### src/rtl/clock_period_meter_pkg.sv
// Shared project package: meter FSM encoding plus default widths/limits
// for the period meter and the clock divider that typically feeds it.
package clock_period_meter_pkg;

    localparam int METER_N     = 16;
    localparam int DIV_N       = 16;
    localparam int DIV_DIVISOR = 4;

    typedef enum logic [1:0] {
        ST_IDLE    = 2'd0,
        ST_MEASURE = 2'd1,
        ST_TIMEOUT = 2'd2
    } meter_state_t;

    // All-ones value for a counter of the given width; default TIMEOUT.
    function automatic int max_count(input int width);
        return (2 ** width) - 1;
    endfunction

    localparam int METER_TIMEOUT = max_count(METER_N);

endpackage

### src/rtl/edge_sync.sv
// Two-flop synchronizer with a history flop, producing single-cycle
// rise/fall strobes and the synchronized level of an asynchronous input.
module edge_sync (
    input  logic clock_in,
    input  logic reset_n,
    input  logic signal_in,
    output logic rise,
    output logic fall,
    output logic level
);

    logic       s1;
    logic       s2;
    logic       s3;
    logic [1:0] warm;

    // Until s2 holds a real sample, s3 copies s1 alongside s2 so that the
    // reset value of the pipeline never looks like an edge.
    always_ff @(posedge clock_in) begin
        if (!reset_n) begin
            s1   <= 1'b0;
            s2   <= 1'b0;
            s3   <= 1'b0;
            warm <= 2'b00;
        end else begin
            s1   <= signal_in;
            s2   <= s1;
            s3   <= warm[1] ? s2 : s1;
            warm <= {warm[0], 1'b1};
        end
    end

    assign rise  = s2 & ~s3;
    assign fall  = ~s2 & s3;
    assign level = s2;

endmodule

### src/rtl/clock_period_meter.sv
// Measures period and high time of a slow signal in clock_in cycles,
// flagging a timeout when no rising edge arrives within TIMEOUT cycles.
//
// state      | meaning
// -----------+------------------------------------------------------
// ST_IDLE    | no rise seen since reset; nothing to measure against
// ST_MEASURE | counting from the last rise; next rise reports a period
// ST_TIMEOUT | no rise for TIMEOUT cycles; next rise restarts, no report
module clock_period_meter
    import clock_period_meter_pkg::*;
#(
    parameter int N       = METER_N,
    parameter int TIMEOUT = max_count(N)
) (
    input  logic         clock_in,
    input  logic         reset_n,
    input  logic         signal_in,
    output logic [N-1:0] period_out,
    output logic [N-1:0] high_out,
    output logic         valid,
    output logic         timeout
);

    localparam logic [N-1:0] CNT_MAX = N'(TIMEOUT);

    logic         rise;
    logic         fall;
    logic         level;

    meter_state_t state;
    meter_state_t next_state;
    logic         load_result;

    logic [N-1:0] cnt;
    logic [N:0]   cnt_inc;
    logic [N-1:0] cnt_plus1;
    logic         at_limit;
    logic [N-1:0] high_latch;
    logic         fall_seen;

    edge_sync u_edge_sync (
        .clock_in  (clock_in),
        .reset_n   (reset_n),
        .signal_in (signal_in),
        .rise      (rise),
        .fall      (fall),
        .level     (level)
    );

    // cnt never exceeds TIMEOUT, so the carry only appears at 2^N; clip it.
    assign cnt_inc   = {1'b0, cnt} + {{N{1'b0}}, 1'b1};
    assign cnt_plus1 = cnt_inc[N] ? {N{1'b1}} : cnt_inc[N-1:0];
    assign at_limit  = (cnt == CNT_MAX);

    always_comb begin
        next_state  = state;
        load_result = 1'b0;
        unique case (state)
            ST_IDLE: begin
                if (rise) begin
                    next_state = ST_MEASURE;
                end
            end
            ST_MEASURE: begin
                if (rise) begin
                    load_result = 1'b1;
                end else if (at_limit) begin
                    next_state = ST_TIMEOUT;
                end
            end
            ST_TIMEOUT: begin
                if (rise) begin
                    next_state = ST_MEASURE;
                end
            end
            default: begin
                next_state = ST_IDLE;
            end
        endcase
    end

    always_ff @(posedge clock_in) begin
        if (!reset_n) begin
            state <= ST_IDLE;
        end else begin
            state <= next_state;
        end
    end

    always_ff @(posedge clock_in) begin
        if (!reset_n) begin
            cnt <= '0;
        end else if (rise) begin
            cnt <= '0;
        end else if (!at_limit) begin
            cnt <= cnt_plus1;
        end
    end

    // Any low level after a rise means the falling edge happened; without
    // one the signal was high for the whole period.
    always_ff @(posedge clock_in) begin
        if (!reset_n) begin
            high_latch <= '0;
            fall_seen  <= 1'b0;
        end else begin
            if (fall && state == ST_MEASURE) begin
                high_latch <= cnt_plus1;
            end
            if (rise) begin
                fall_seen <= 1'b0;
            end else if (!level) begin
                fall_seen <= 1'b1;
            end
        end
    end

    always_ff @(posedge clock_in) begin
        if (!reset_n) begin
            period_out <= '0;
            high_out   <= '0;
            valid      <= 1'b0;
            timeout    <= 1'b0;
        end else begin
            valid   <= load_result;
            timeout <= (next_state == ST_TIMEOUT);
            if (load_result) begin
                period_out <= cnt_plus1;
                high_out   <= fall_seen ? high_latch : cnt_plus1;
            end
        end
    end

endmodule

### config.mk
export PLATFORM = sky130hd
export DESIGN_NAME = clock_period_meter
export DESIGN_NICKNAME = d
export VERILOG_FILES = /design/src/rtl/clock_period_meter_pkg.sv /design/src/rtl/edge_sync.sv /design/src/rtl/clock_period_meter.sv
export SDC_FILE = /design/constraint.sdc
export NUM_CORES = 1
export LEC_CHECK = 0
export ABC_AREA = 1
export CAP_MARGIN = 20
export CORE_MARGIN = 2
export CORE_UTILIZATION = 51
export CTS_BUF_LIST = sky130_fd_sc_hd__clkbuf_2
export DETAILED_ROUTE_END_ITERATION = 8
export PLACE_DENSITY = 0.7
export SYNTH_ARGS = -nofsm -noshare
export SYNTH_HDL_FRONTEND = slang
export SYNTH_HIERARCHICAL = 1
export SYNTH_SLANG_ARGS = --single-unit
### constraint.sdc
create_clock -name clock_in -period 1.8 [get_ports clock_in]
set_input_delay 0.36 -clock clock_in [delete_from_list [all_inputs] [get_ports clock_in]]
set_output_delay 0.36 -clock clock_in [all_outputs]
set_load 0.01 [all_outputs]
# --- Yosys cells after proc, flatten, opt, wreduce, memory -nomap -nowiden ---
# Index checks and enable logic that the tools add are counted.
totals:
  register_bits: 74
  inputBits: 3
  output_inout_bits: 34
  elab_cells: 37
classes:
  addsub: 1
  n_eq_ne: 4
  muxes: 10
  bitwise_logic: 5
  n_reduce_logical: 4
op_table:
  columns: ["operator", "count"]
  rows:
  - ["$mux W16", 2]
  - ["$add A16 B1 Y17 const B", 1]
  - ["$eq A16 B16 Y1 const B", 1]
  - ["$mux W2", 3]
  - ["$eq A2 B2 Y1 const B", 2]
  - ["$mux W1", 4]
  - ["$pmux W2 S2", 1]
  - ["$reduce_or A2 Y1", 2]
  - ["$not A1 Y1", 3]
  - ["$and A1 B1 Y1", 2]
  - ["$eq A2 B1 Y1 const B", 1]
  - ["$logic_not A2 Y1", 1]
  - ["$logic_and A1 B1 Y1", 1]

# --- Depth between registers and ports, before layout ---
# Gate-level depths: netlist of run 1.
logic_depth:
  depth_word: 5
  depth_mapped: 10
  depth_no_buf: 9

# --- Cells and area by module ---
# Netlist of run 1, hierarchy kept.
by_module_without_submodules:
  columns: ["mod", "n_inst", "cells_per_inst", "area_each_um2", "seq_area_each_um2"]
  rows:
  - ["clock_period_meter", 1, 381, 2965.3, 1381.3]
  - ["edge_sync", 1, 19, 155.1, 100.1]

# --- Worst setup path before layout of run 1 ---
# No wires, ideal clock.
synth_timing:
  kind: "register to register"
  start: "register u_edge_sync.s2 (netlist: u_edge_sync/level)"
  end: "register period_out[3]"
  setup_ns: 0.114
  arrival_time_ns: 1.398
  required_time_ns: 1.686
  path_slack_ns: 0.288
  stages_incl_launch_ff: 10
  synth_period_minus_slack_ns: 1.512
  path_cell_list: "dfxtp_1 > inv_1 > nor2_1 > inv_1 > nor3_4 > inv_2 > buf_2 > buf_2 > o21bai_1 > inv_1"
synth_via:
  elab_chain_cells: 3
synth_rtl:
  columns: ["element", "line_no", "source"]
  rows:
  - ["start: declaration", "edge_sync.sv:13", "logic s2;"]
  - ["start signal: assignment", "edge_sync.sv:22", "s2 <= 1'b0;"]
  - ["start signal: assignment", "edge_sync.sv:27", "s2 <= s1;"]
  - ["$and A1 B1 Y1", "edge_sync.sv:33", "assign rise = s2 & ~s3;"]
  - ["via rise", "clock_period_meter.sv:26", "logic rise;"]
  - ["$mux W1", "clock_period_meter.sv:65", "if (rise) begin"]
  - ["$mux W1", "clock_period_meter.sv:58", "unique case (state)"]
  - ["end signal: assignment", "clock_period_meter.sv:128", "period_out <= cnt_plus1;"]
  - ["end: declaration", "clock_period_meter.sv:18", "output logic [N-1:0] period_out,"]
# The timed path passes the listed nets, and every way through them passes these cells.
# A chain may end at the register's enable or synchronous reset.

# --- Worst setup path after layout of run 1 ---
layout_timing:
  start: "register valid"
  end: "output valid"
layout_rtl:
  columns: ["element", "line_no", "source"]
  rows:
  - ["start: declaration", "clock_period_meter.sv:20", "output logic valid,"]
  - ["start signal: assignment", "clock_period_meter.sv:125", "valid <= load_result;"]
# No word-level cell between the ends.

==> run_results.csv, run 1 <==
group,metric,value,unit
die,rows,28,
drt,wirelength,6910,um
critical_path,endpoint,"valid",
critical_path,startpoint,"valid",
die,dieArea,0.00676,sq mm
drt,drc,0,
synthesis,synth_cell_types,30,
clock_network,ctsHoldBuffers,0,
die,coreArea,0.00592,sq mm
global_route,grt_max_degree,55,
sta,setup_tns,0,ns
sta,fin_crit_sh,96.1,%
placement,gp_congestion,0.840,
critical_path,path_buf_inv,1,
finish,diodes,0,
die,ios,37,
finish,fillers,538,
clock_network,tritoncts,"yes",
global_route,grtUsageMet2,36.0,%
clock_network,clkLatencyLatePin,0.51,ns
power,powerDensity,738,mW/mm^2
global_route,grt_pass1_vias,2304,
global_route,grt_use_met3,4.02,%
critical_path,arrival,1.37,ns
critical_path,cp.depth,1,
critical_path,r2r_start,"cnt[0]",
synthesis,synth_ff_type,"dfxtp_1",
sta,max_freq,578,MHz
critical_path,startpoint_type,"register",
critical_path,worstSetupEndpointType,"output pin",
finish,postLayoutCoreUtil,64.1,%
sta,fin_crit,1.73,ns
worst_hold_path,hp-start,"signal_in",
synthesis,synth_edf_count,0,
critical_path,ff2ff_setup_slack,0.14,ns
clock_network,clk_pin_slew,0.20,ns
synthesis,seq_area_frac_synth,47.5,%
global_route,track_usage,22.6,%
synthesis,yosys_warnings,6,
synthesis,synthesis.area,0.00312,sq mm
die,dieWidth,82.2,um
global_route,antenna_found_initial,0,
drt,viasPerCell,5.12,
finish,areaGrowthSynthToFinish,21.5,%
job,maxCapViolations,0,
clock_network,cts-root-buf,"clkbuf_2",
drt,drt_iter0_markers,140,
sta,setup-violations-final,0,
critical_path,crit_family,"buffers and inverters",
clock_network,clockBufferDepth,2,
power,ir_drop,0.484,mV
synthesis,synth_area_per_cell,7.80,sq um
global_route,grt_first_pass_wirelength,11500,um
critical_path,r2r_end,"high_out[4]",
power,power.leakage,2.07,nW
finish,drive_gt1_share,18.6,%
finish,final_nets,445,
sta,drv_slew,0,
sta,finalHoldViolations,0,
critical_path,timing.reg2reg.worst_path_depth,10,
critical_path,cp_slowest_stage_delay,0.52,ns
placement,portBuffers,36,
clock_network,cts_htree_levels,3,
synthesis,ys_async_sr_fraction,0,%
drt,wire_per_inst,13.3,um
global_route,grt_remaining_overflow,0,
synthesis,synthesis.nets,404,
global_route,top_usage_layer,"met2",
sta,tightest_slew,0.566,ns
drt,antenna_left,0,
die,start_util,52.7,%
critical_path,critPathRequiredTime,1.44,ns
clock_network,cts_made_buffers,9,
die,chipHeight,82.2,um
clock_network,cts.sinks,74,
critical_path,path_class,"register to output pin",
sta,finalClockSkew,0.0344,ns
critical_path,path_cells,"clkdlybuf4s50_1",
critical_path,cp_slowest_cell,"clkdlybuf4s50_1",
status,status,"finished, final reports clean",
global_route,use_met1,30.2,%
drt,vias,2668,
worst_hold_path,hp-class,"primary input to register",
sta,max_slew_margin,62.2,%
drt,first_pass_iters,4,
placement,dp_hpwl,4530,um
critical_path,cp_max_fo,1,
synthesis,syn_inst,400,
synthesis,ys_ff_latch,74,
[worst min-delay path, delay by kind of cell]
| family | cells | cell delay, ns |
|---|---|---|
| buffers and inverters | 2 | 0.43 |
| AND/OR/NAND/NOR | 1 | 0.06 |
[area by class of cell]
| class | count | area (sq um) | share of cell area, % |
|---|---|---|---|
| sequential | 74 | 1520 | 40.0 |
| multi-input combinational | 257 | 1370 | 36.0 |
| timing repair buffer | 48 | 502 | 13.2 |
| inverter | 51 | 191 | 5.05 |
| tap | 75 | 93.8 | 2.47 |
| clock inverter | 7 | 77.6 | 2.05 |
| clock buffer | 9 | 45.0 | 1.19 |
[stage by stage]
stage,setup WS [ns],hold WS (ns),cells,total power (W),cell area (sq um)
floorplan,0.288,0.388,400,0.00182,3120
global placement,0.148,0.396,500,0.00188,3550
detailed placement,0.105,0.404,500,0.00188,3550
CTS,0.000177,0.323,516,0.00281,3690
global route,-0.00492,0.377,521,0.00293,3790
finish,0.0705,0.360,521,0.00280,3790
[worst min path at each step]
stage                                to  cells after the start  slack [ns]
global placement    u_edge_sync/warm[1]                      2        0.40
detailed placement  u_edge_sync/warm[1]                      2        0.40
CTS                      u_edge_sync/s1                      3        0.32
floorplan           u_edge_sync/warm[0]                      0        0.39
finish                   u_edge_sync/s1                      3        0.36
global route             u_edge_sync/s1                      3        0.38
[cell families (layout without fill, tap and decap cells)]
group	after synthesis	in the layout	synth area share, %
adder cells (fa/ha/maj)	1	1	0.401
XOR/XNOR	7	7	1.96
buffers and inverters	69	115	9.26
AND/OR/NAND/NOR	134	134	21.0
flip-flops	74	74	47.5
AO/OA/AOI/OAI	115	115	19.9
[cell usage after synthesis (3+ instances only)]
| master | n | area (sq um) |
|---|---|---|
| dfxtp_1 | 74 | 1480 |
| o21ai_0 | 54 | 270 |
| nand2_1 | 50 | 188 |
| nor2_1 | 47 | 176 |
| inv_1 | 44 | 165 |
| a21oi_1 | 43 | 215 |
| nand3_1 | 15 | 75.1 |
| o21bai_1 | 13 | 97.6 |
| clkbuf_1 | 12 | 45.0 |
| nand2_4 | 8 | 90.1 |
| inv_2 | 5 | 18.8 |
| xor2_1 | 5 | 43.8 |
| buf_2 | 3 | 15.0 |
| nor2_2 | 3 | 18.8 |
[metal layers]
layer / up-vias / wire, um
met2: 62 / 3260
met5: - / 0
met3: 12 / 320
met1: 1213 / 3210
met4: 0 / 116
li1: 1381 / -
[flip-flops by register name, summed over array words and instances, names as in the netlist]
name	cells
period_out	16
high_out	16
state	2
fall_seen	1
u_edge_sync/warm	2
cnt	16
u_edge_sync/s3	1
timeout	1
u_edge_sync/s1	1
high_latch	16
u_edge_sync/level	1
valid	1
[timing repair]
| item | 4_1_cts | 5_1_grt |
|---|---|---|
| hold endpoints to repair | 0 | 0 |
| setup buffers | 0 | 5 |
| pin swaps | 0 | 1 |
| endpoints found under the setup margin | 24 | 48 |
| gates resized for setup | 37 | 27 |
| cloned | 0 | 0 |
[power by group]
group          internal [W]  switching, W
Sequential          0.00167     0.0000164
Combinational     0.0000598      0.000104
Clock              0.000330      0.000614
[cell usage in the layout, fill, tap and decap left out, drive strengths merged, types with 2 or more instances in the layout]
cell type and instances:
nand3 17, buf 12, clkdlybuf4s50 3, a211oi 2, nand4 2, nand2 59, nor2 52, o21bai 13
o21ai 54, nor3 3, inv 50, xor2 5, xnor2 2, dlymetal6s2s 18, clkbuf 9, dfxtp 74
clkinv 6, a21oi 45, dlygate4sd2 15
Note: power is estimated with default switching activity, not from simulation.
==> inputs of run 2 (changes only) <==
Settings changed: CORE_ASPECT_RATIO set to 0.7.
==> run 2 against run 1 <==
Register-to-register slack hardly changed; power shrank 2.8%; first-iteration DRC count increased by 12%; clock power down 7.8%; critical path type is now register to register.
==> run_results.csv, run 2 (synthesis gave the netlist of run 1 again) <==
group,metric,value,unit
status,status,"finished, final reports clean",
placement,dp_hpwl,5120,um
clock_network,clockBufferDepth,2,
finish,mostFrequentLayoutCells,"dfxtp_1 (57), o21ai_0 (54), nand2_1 (50)",
drt,antenna_left,0,
power,power_frac_comb,5.8,%
power,p_int,0.00203,W
finish,areaGrowthSynthToFinish,19.0,%
drt,viasPerCell,5.17,
global_route,grt_remaining_overflow,0,
finish,fin_area,0.00371,sq mm
sta,max_slew_margin,58.6,%
power,swShare,25.4,%
drt,drt_iter0_markers,157,
power,clockPowerShare,32.0,%
power,powerDensity,732,mW/mm^2
power,power.leakage,1.92,nW
clock_network,cts_htree_levels,3,
sta,max_freq,604,MHz
critical_path,timing.reg2reg.worst_path_depth,9,
die,coreArea,0.00581,sq mm
die,rows,23,
critical_path,r2r_start,"cnt[0]",
global_route,grt_first_pass_wirelength,13000,um
critical_path,startpoint_type,"register",
power,finalPower,0.00272,W
die,chipHeight,69.4,um
sta,drv_slew,0,
worst_hold_path,hp-class,"primary input to register",
sta,finalClockSkew,0.0184,ns
sta,finalHoldViolations,0,
placement,dp_slack,0.109,ns
drt,wire_per_inst,14.7,um
sta,setup-violations-final,0,
sta,fin_crit,1.65,ns
clock_network,ctsHoldBuffers,0,
die,dieArea,0.00677,sq mm
finish,fillers,550,
sta,rsz0062_at_grt,"true",
global_route,antenna_found_initial,0,
finish,layout_commonest_cell,"dfxtp_1",
clock_network,clk_pin_slew,0.20,ns
drt,first_pass_iters,4,
power,switching_power,0.000690,W
drt,drc,0,
critical_path,critPathRequiredTime,2.26,ns
power,pwr-share-seq,62.2,%
die,ios,37,
clock_network,clkLatencyLatePin,0.53,ns
finish,final_nets,443,
finish,drive_gt1_share,16.0,%
placement,gp_congestion,0.973,
sta,tightest_slew,0.620,ns
critical_path,path_class,"register to register",
power,ir_drop,0.432,mV
sta,whs,0.328,ns
job,maxCapViolations,0,
critical_path,worstSetupEndpointType,"register",
clock_network,tritoncts,"yes",
global_route,grt_pass1_vias,2632,
die,dieWidth,97.5,um
clock_network,cts.sinks,74,
global_route,grt_max_degree,37,
finish,diodes,0,
critical_path,startpoint,"cnt[0]",
clock_network,cts-root-buf,"clkbuf_2",
critical_path,endpoint,"high_out[0]",
sta,fin_crit_sh,91.9,%
critical_path,cp_max_fo,17,
critical_path,ff2ff_setup_slack,0.15,ns
placement,place_area,0.00356,sq mm
sta,fin_ws,0.145,ns
drt,vias,2678,
placement,portBuffers,36,
drt,wirelength,7610,um
global_route,track_usage,24.0,%
die,start_util,53.7,%
critical_path,r2r_end,"high_out[0]",
clock_network,cts_made_buffers,9,
critical_path,arrival,2.12,ns
==> run 2: cell count changes in the layout (fill, tap and decap cells not counted), moves of 3 or more <==
| cell | change |
|---|---|
| clkinv_4 | -3 |
| dfxtp_1 | +11 |
| dfxtp_2 | -11 |
| dlygate4sd2_1 | +12 |
| dlymetal6s2s_1 | -11 |
| nand3_1 | -3 |
==> run 2: what timing repair did <==
item                                    in CTS  in global routing
setup buffers                                0                  0
endpoints found under the setup margin      31                 37
resized for setup                           42                 18
hold endpoints to repair                     0                  0
==> run 2: through the flow <==
step	std cells	TNS [ns]	utilization, %
finish	518	0	63.9
global route	518	-0.0348	63.9
CTS	518	0	62.8
detailed placement	503	0	61.3
global placement	503	0	61.3
floorplan	400	0	-
==> run 2: how the worst min path moves through the flow <==
| stage | start | to | cells after the start |
|---|---|---|---|
| after global placement | u_edge_sync/warm[0] | u_edge_sync/warm[1] | 2 |
| final | signal_in | u_edge_sync/s1 | 3 |
| after detailed placement | u_edge_sync/warm[0] | u_edge_sync/warm[1] | 2 |
| after floorplan | reset_n | u_edge_sync/warm[0] | 0 |
| after CTS | signal_in | u_edge_sync/s1 | 3 |
| after global routing | signal_in | u_edge_sync/s1 | 3 |
==> run 2: metal layers <==
| metal | up-vias | global-route usage, % | part of all wire (%) |
|---|---|---|---|
| met5 | - | 0 | 0 |
| met4 | 0 | 7.25 | 0.74 |
| met3 | 6 | 6.96 | 5.4 |
| met2 | 72 | 37.9 | 47 |
| met1 | 1236 | 32.1 | 47 |
| li1 | 1364 | - | - |
==> run 2: worst max-delay path, cell delays in order (launching register included) <==
cell and delay [ns]:
dfxtp_2 0.39, ha_1 0.19, nand3_2 0.12, inv_2 0.09, nand2_4 0.07, nor2_4 0.17
nand2_8 0.17, nand2_1 0.17, nand2_1 0.08, a21oi_1 0.15
==> run 2: area by class of cell <==
cell class	instances	area [sq um]	area share (%)
clock inverters	6	58.8	1.58
inverters	51	194	5.22
well taps	75	93.8	2.53
clock buffers	9	45.0	1.21
repair buffers	46	432	11.6
multi-input cells	257	1390	37.4
flip-flops and latches	74	1500	40.5
==> run 2: power by group through the flow <==
stage / logic, W / clock network [W] / registers (W)
global route: 0.000179 / 0.000962 / 0.00170
CTS: 0.000158 / 0.000898 / 0.00169
global placement: 0.000160 / 0 / 0.00172
floorplan: 0.0000988 / 0 / 0.00172
detailed placement: 0.000161 / 0 / 0.00172
finish: 0.000157 / 0.000871 / 0.00169
